<file path="src/rtl/alu_pkg.sv">
// alu_pkg: shared constants and types for the multiply result path
// Holds the default bus width, the status-flag bit positions and the capture-state encoding.
package alu_pkg;
    localparam int DEF_DATA_W = 8;
    localparam int FLAG_ZERO  = 0;
    localparam int FLAG_NEG   = 1;
    localparam int FLAG_OVF   = 2;
    typedef enum logic {IDLE = 1'b0, HI_HELD = 1'b1} cap_state_e;
endpackage

</file>
<file path="src/rtl/result_fifo.sv">
// result_fifo: small synchronous FIFO with a head output and a drop indication
// Ports: clk, rst (async active-low), push/din write side, pop read side,
//        head (zero when empty), full, empty, drop (push lost to a full FIFO this cycle).
module result_fifo #(
    parameter int WIDTH = 19,
    parameter int DEPTH = 2
) (
    input  logic             clk,
    input  logic             rst,
    input  logic             push,
    input  logic             pop,
    input  logic [WIDTH-1:0] din,
    output logic [WIDTH-1:0] head,
    output logic             full,
    output logic             empty,
    output logic             drop
);
    localparam int AW = $clog2(DEPTH);
    logic [WIDTH-1:0] mem_q [DEPTH];
    logic [WIDTH-1:0] mem_d [DEPTH];
    logic [AW-1:0]    wr_ptr_q, wr_ptr_d, rd_ptr_q, rd_ptr_d;
    logic [AW:0]      cnt_q, cnt_d;
    logic             do_push, do_pop;

    always_comb begin
        empty    = cnt_q == '0;
        full     = cnt_q == (AW+1)'(DEPTH);
        do_pop   = pop && !empty;
        // a same-cycle pop frees the slot the push needs
        do_push  = push && (!full || do_pop);
        drop     = push && !do_push;
        wr_ptr_d = do_push ? wr_ptr_q + 1'b1 : wr_ptr_q;
        rd_ptr_d = do_pop ? rd_ptr_q + 1'b1 : rd_ptr_q;
        cnt_d    = cnt_q + (AW+1)'(do_push) - (AW+1)'(do_pop);
        mem_d    = mem_q;
        if (do_push) mem_d[wr_ptr_q] = din;
        head     = empty ? '0 : mem_q[rd_ptr_q];
    end

    always_ff @(posedge clk or negedge rst) begin
        if (!rst) begin
            wr_ptr_q <= '0;
            rd_ptr_q <= '0;
            cnt_q    <= '0;
            for (int i = 0; i < DEPTH; i++) mem_q[i] <= '0;
        end else begin
            wr_ptr_q <= wr_ptr_d;
            rd_ptr_q <= rd_ptr_d;
            cnt_q    <= cnt_d;
            mem_q    <= mem_d;
        end
    end
endmodule

</file>
<file path="src/rtl/mul_result_collector.sv">
// mul_result_collector: reassembles the byte-serial product, flags it and queues it for the ALU
// Ports: clk, rst (async active-low), enable, out_bus/hi_strobe/lo_strobe from the controller,
//        res_valid/res_ready/res_product/res_flags to the consumer, full, seq_err (sticky), drop_cnt.
module mul_result_collector
    import alu_pkg::*;
#(
    parameter int DATA_W = DEF_DATA_W,
    parameter int DEPTH  = 2
) (
    input  logic              clk,
    input  logic              rst,
    input  logic              enable,
    input  logic [DATA_W-1:0] out_bus,
    input  logic              hi_strobe,
    input  logic              lo_strobe,
    output logic              res_valid,
    input  logic              res_ready,
    output logic [2*DATA_W-1:0] res_product,
    output logic [2:0]        res_flags,
    output logic              full,
    output logic              seq_err,
    output logic [7:0]        drop_cnt
);
    cap_state_e          state_q, state_d;
    logic [DATA_W-1:0]   hi_q, hi_d;
    logic                seq_err_q, seq_err_d;
    logic [7:0]          drop_cnt_q, drop_cnt_d;
    logic                hi_only, lo_only, both, load_hi, push, seq_set, empty, drop;
    logic [2*DATA_W-1:0] product;
    logic [2:0]          flags;
    logic [2*DATA_W+2:0] head;
    logic [DATA_W:0]     top_bits;

    always_comb begin
        hi_only = enable && hi_strobe && !lo_strobe;
        lo_only = enable && lo_strobe && !hi_strobe;
        both    = enable && hi_strobe && lo_strobe;
    end

    always_ff @(posedge clk or negedge rst) begin
        if (!rst) state_q <= IDLE;
        else      state_q <= state_d;
    end

    always_comb begin
        state_d = state_q;
        if (!enable || both)                 state_d = IDLE;
        else if (state_q == IDLE && hi_only) state_d = HI_HELD;
        else if (state_q == HI_HELD && lo_only) state_d = IDLE;
    end

    always_comb begin
        load_hi = hi_only;
        push    = state_q == HI_HELD && lo_only;
        seq_set = both || (state_q == IDLE && lo_only) || (state_q == HI_HELD && hi_only);
    end

    always_comb begin
        product  = {hi_q, out_bus};
        // the product fits in signed DATA_W only when its top DATA_W+1 bits are a sign extension
        top_bits = product[2*DATA_W-1:DATA_W-1];
        flags            = '0;
        flags[FLAG_ZERO] = product == '0;
        flags[FLAG_NEG]  = product[2*DATA_W-1];
        flags[FLAG_OVF]  = !(&top_bits || ~|top_bits);
        hi_d       = load_hi ? out_bus : hi_q;
        seq_err_d  = seq_err_q || seq_set;
        drop_cnt_d = (drop && drop_cnt_q != 8'hFF) ? drop_cnt_q + 8'd1 : drop_cnt_q;
    end

    always_ff @(posedge clk or negedge rst) begin
        if (!rst) begin
            hi_q       <= '0;
            seq_err_q  <= 1'b0;
            drop_cnt_q <= '0;
        end else begin
            hi_q       <= hi_d;
            seq_err_q  <= seq_err_d;
            drop_cnt_q <= drop_cnt_d;
        end
    end

    result_fifo #(.WIDTH(2*DATA_W+3), .DEPTH(DEPTH)) u_fifo (
        .clk   (clk),
        .rst   (rst),
        .push  (push),
        .pop   (res_ready),
        .din   ({flags, product}),
        .head  (head),
        .full  (full),
        .empty (empty),
        .drop  (drop)
    );

    always_comb begin
        res_valid   = !empty;
        res_product = head[2*DATA_W-1:0];
        res_flags   = head[2*DATA_W+2:2*DATA_W];
        seq_err     = seq_err_q;
        drop_cnt    = drop_cnt_q;
    end
endmodule
</file>
<file path="config.mk">
export PLATFORM = sky130hd
export DESIGN_NAME = mul_result_collector
export DESIGN_NICKNAME = d
export VERILOG_FILES = /design/src/rtl/alu_pkg.sv /design/src/rtl/result_fifo.sv /design/src/rtl/mul_result_collector.sv
export SDC_FILE = /design/constraint.sdc
export NUM_CORES = 1
export LEC_CHECK = 0
export CORE_AREA = 8 8 83 85
export CTS_CLUSTER_DIAMETER = 60
export DETAILED_ROUTE_END_ITERATION = 8
export DIE_AREA = 0 0 91 93
export DONT_BUFFER_PORTS = 1
export GPL_TIMING_DRIVEN = 0
export PLACE_DENSITY = 0.65
export SLEW_MARGIN = 30
export SYNTH_ARGS = -nofsm -noshare
export SYNTH_HDL_FRONTEND = slang
export SYNTH_HIERARCHICAL = 1
export SYNTH_SLANG_ARGS = --single-unit
</file>
<file path="constraint.sdc">
create_clock -name clk -period 4.94 [get_ports clk]
set_input_delay 0.741 -clock clk [delete_from_list [all_inputs] [get_ports clk]]
set_output_delay 0.741 -clock clk [all_outputs]
set_load 0.01 [all_outputs]
</file>
==> qor.yml <==
sta:
  hold_viol: 0
  slew_headroom: 0.5645
  maxSlewViolCount: 0
  fmax_mhz: 431.3
  grt_setup_unrepaired: "false"
  period_share: 0.4694
  fin_tns_setup_ps: 0
  period_needed_ps: 2319
  worst_pin_slew_ps: 652.6
  fin_hold_ws_ps: 103.7
  finalSetupViolations: 0
  fin_skew_ps: 5.753
power:
  p_int_uw: 955.7
  switching_share: 0.3158
  p_per_area_nw_per_um2: 459.2
  power_uw: 1397
  switching_power_uw: 441.0
  leakagePower_uw: 0.001433
  p_clk_frac: 0.273
  seqPwrFrac: 0.476
  p_comb_frac: 0.251
  ir_drop_v: 0.0002745
cells_and_area:
  syn2layout_area_growth_pct: 9.455
  antenna_cells: 0
  seqCellArea_sq_um: 1501
  nFillCells: 505
  nNetsFinal: 247
  final_core_util: 0.5359
  final_layout_size_suffix_gt1_frac: 0.3064
  final_area_sq_um: 3042
  multi_input_area_sq_um: 1235
floorplan:
  die_w_microns: 91
  core_area_sq_um: 5675
  rows: 28
  pin_count: 44
  dieHeight_microns: 93
  die_area_sq_um: 8463
  initial_core_util: 0.4896
placed_design:
  place_congestion: 0.7478
  dpl_cell_area_sq_um: 2873
  post-dp-hpwl_microns: 3736
  io_buffers: 0
route:
  route.detailed.drc: 0
  via_count: 1701
  totalWireLength_microns: 5428
  postRouteAntennaNets: 0
  via_per_inst: 5.487
  routedWlPerCell_microns: 17.51
  drt-pass1-iter-count: 4
  dr.first_iter.drc_count: 67
setup_path:
  crit_top_cell: "nor2_1"
  crit_chain: "nor2_1, clkbuf_1, nor2_1"
  crit_fanout: 10
  cp.arrival_ps: 1580
  critPathTopFamily: "flip-flops"
  slowest_stage: "dfrtp_1"
  crit_buf_inv: 1
  critPathKind: "reg2out"
  end_kind: "output port"
  required_ps: 4200
  critPathLaunchType: "flop"
  cpPeakStageDelay_ps: 470
grt:
  grt.total_usage: 0.1386
  first_global_vias: 1779
  grt_max_degree: 61
  antenna_found_initial: 0
  grt_pass1_wl_microns: 9232
  overflow: 0
yosys:
  synth_cells: 220
  ys_warn_count: 6
  synth.area.top_cells: "dfrtp_1 54%, mux2_2 20%, mux2i_1 7.2%"
  syn_nets: 236
  synth_compound_area_frac: 0.02296
  synth_top_area_share: 0.5403
  avgSynthCellArea_sq_um: 12.63
  synth.distinct_cells: 35
  synth-adder-area-share: 0.009005
  yosys.area.top_type: "dfrtp_1"
  synthXorXnorAreaFrac: 0.01891
  syn_area_sq_um: 2779
  synth-simple-area-share: 0.1189
  synth_seq_cells: 60
  yosysSeqAreaShare: 0.5403
  synthMuxAreaShare: 0.2747
  synth_top_family_by_area: "multiplexers"
clocking:
  ctsHoldBuffers: 0
  clk_pin_slew_ps: 60
  numCtsBuffers: 9
  cts_setup_buffers: 0
  cts_buffer_depth: 2
  clock-sinks: 60
  clk-insertion-delay-late_ps: 330
  tritoncts: "built"
  clockRootBuffer: "clkbuf_8"
  cts.htree.levels: 3
  cts_resized: 0
worst_hold_path:
  worstHoldPathType: "in2async"
job:
  maxCapViolCount: 0
run_status:
  status: "complete, no violations"
[flip-flops by register name, summed over array words and instances, names as in the netlist]
name	count
state_q	1
drop_cnt	8
u_fifo/mem_q	38
seq_err	1
u_fifo/cnt_q	2
u_fifo/wr_ptr_q	1
hi_q	8
u_fifo/rd_ptr_q	1
[synth_stat cells (all sizes together)]
master	number
xnor2	3
and4	1
mux2	50
o21ai	3
and3	1
ha	2
dfrtp	60
a21o	1
a21oi	5
nor4bb	1
nand3	4
nor2	26
nand2	9
buf	5
mux2i	20
nor4	2
o31a	1
a211oi	1
inv	2
nor3	4
and2b	1
xor2	3
nand3b	1
and4b	1
nor3b	2
nand4	5
and2	1
nand2b	3
clkbuf	2
[area by class of cell]
type	instances	area share
flip-flops and latches	60	0.4936
inverters	2	0.002468
well taps	75	0.03085
clock inverters	2	0.003291
clock buffers	13	0.05224
plain buffers	7	0.01152
multi-input cells	151	0.4060
[cell families (layout without fill, tap and decap cells)]
group / count (synthesis) / count (layout)
AO/OA/AOI/OAI: 11 / 11
XOR/XNOR: 6 / 6
adder cells (fa/ha/maj): 2 / 2
buffers and inverters: 9 / 24
flip-flops: 60 / 60
multiplexers: 70 / 70
AND/OR/NAND/NOR: 62 / 62
[layout by cell type (no fill, tap or decap), drive strengths merged, types with 2 or more instances in the layout]
cell type / n
dfrtp: 60
mux2: 50
nor2: 26
mux2i: 20
clkbuf: 15
nand2: 9
a21oi: 5
nand4: 5
buf: 5
nand3: 4
nor3: 4
nand2b: 3
xor2: 3
xnor2: 3
o21ai: 3
nor4: 2
inv: 2
ha: 2
clkinv: 2
nor3b: 2
[power groups by stage]
stage / Sequential (uW) / Clock [uW] / Combinational, uW
6_report: 665 / 381 / 351
5_1_grt: 681 / 411 / 387
4_1_cts: 666 / 396 / 358
3_5_place_dp: 675 / 0 / 358
3_3_place_gp: 671 / 0 / 348
2_1_floorplan: 652 / 0 / 297
[worst register-to-register path, stage by stage, from the launching register on]
cell	delay (ps)
dfrtp_1	360
and4b_1	330
nand2_1	100
nor2_2	520
buf_4	320
mux2_2	350
[metrics by stage]
| step | std cells | setup slack (ps) |
|---|---|---|
| 3_5_place_dp | 295 | 2422 |
| 5_1_grt | 310 | 2475 |
| 6_report | 310 | 2621 |
| 3_3_place_gp | 295 | 2424 |
| 2_1_floorplan | 220 | 2795 |
| 4_1_cts | 310 | 2579 |
[final timing paths]
kind / from / end / slack (ps) / cells past startpoint
max: u_fifo/cnt_q[0] / res_flags[1] / 2620 / 3
min: rst / u_fifo/mem_q[33] / 100 / 0
max reg2reg: state_q / u_fifo/mem_q[16] / 2840 / 5
min reg2reg: u_fifo/mem_q[7] / u_fifo/mem_q[7] / 510 / 1
max in group asynchronous: rst / u_fifo/mem_q[1] / 4730 / 0
min in group clk: lo_strobe / state_q / 480 / 1
[layer usage]
metal / global-route usage / wire, microns / vias to the layer above
met5: 0 / 0 / -
met2: 0.2080 / 2521 / 31
met4: 0.08186 / 121 / 0
li1: - / - / 801
met3: 0.04567 / 277 / 9
met1: 0.1716 / 2508 / 860
No activity file was read; power rests on OpenSTA's default activity.
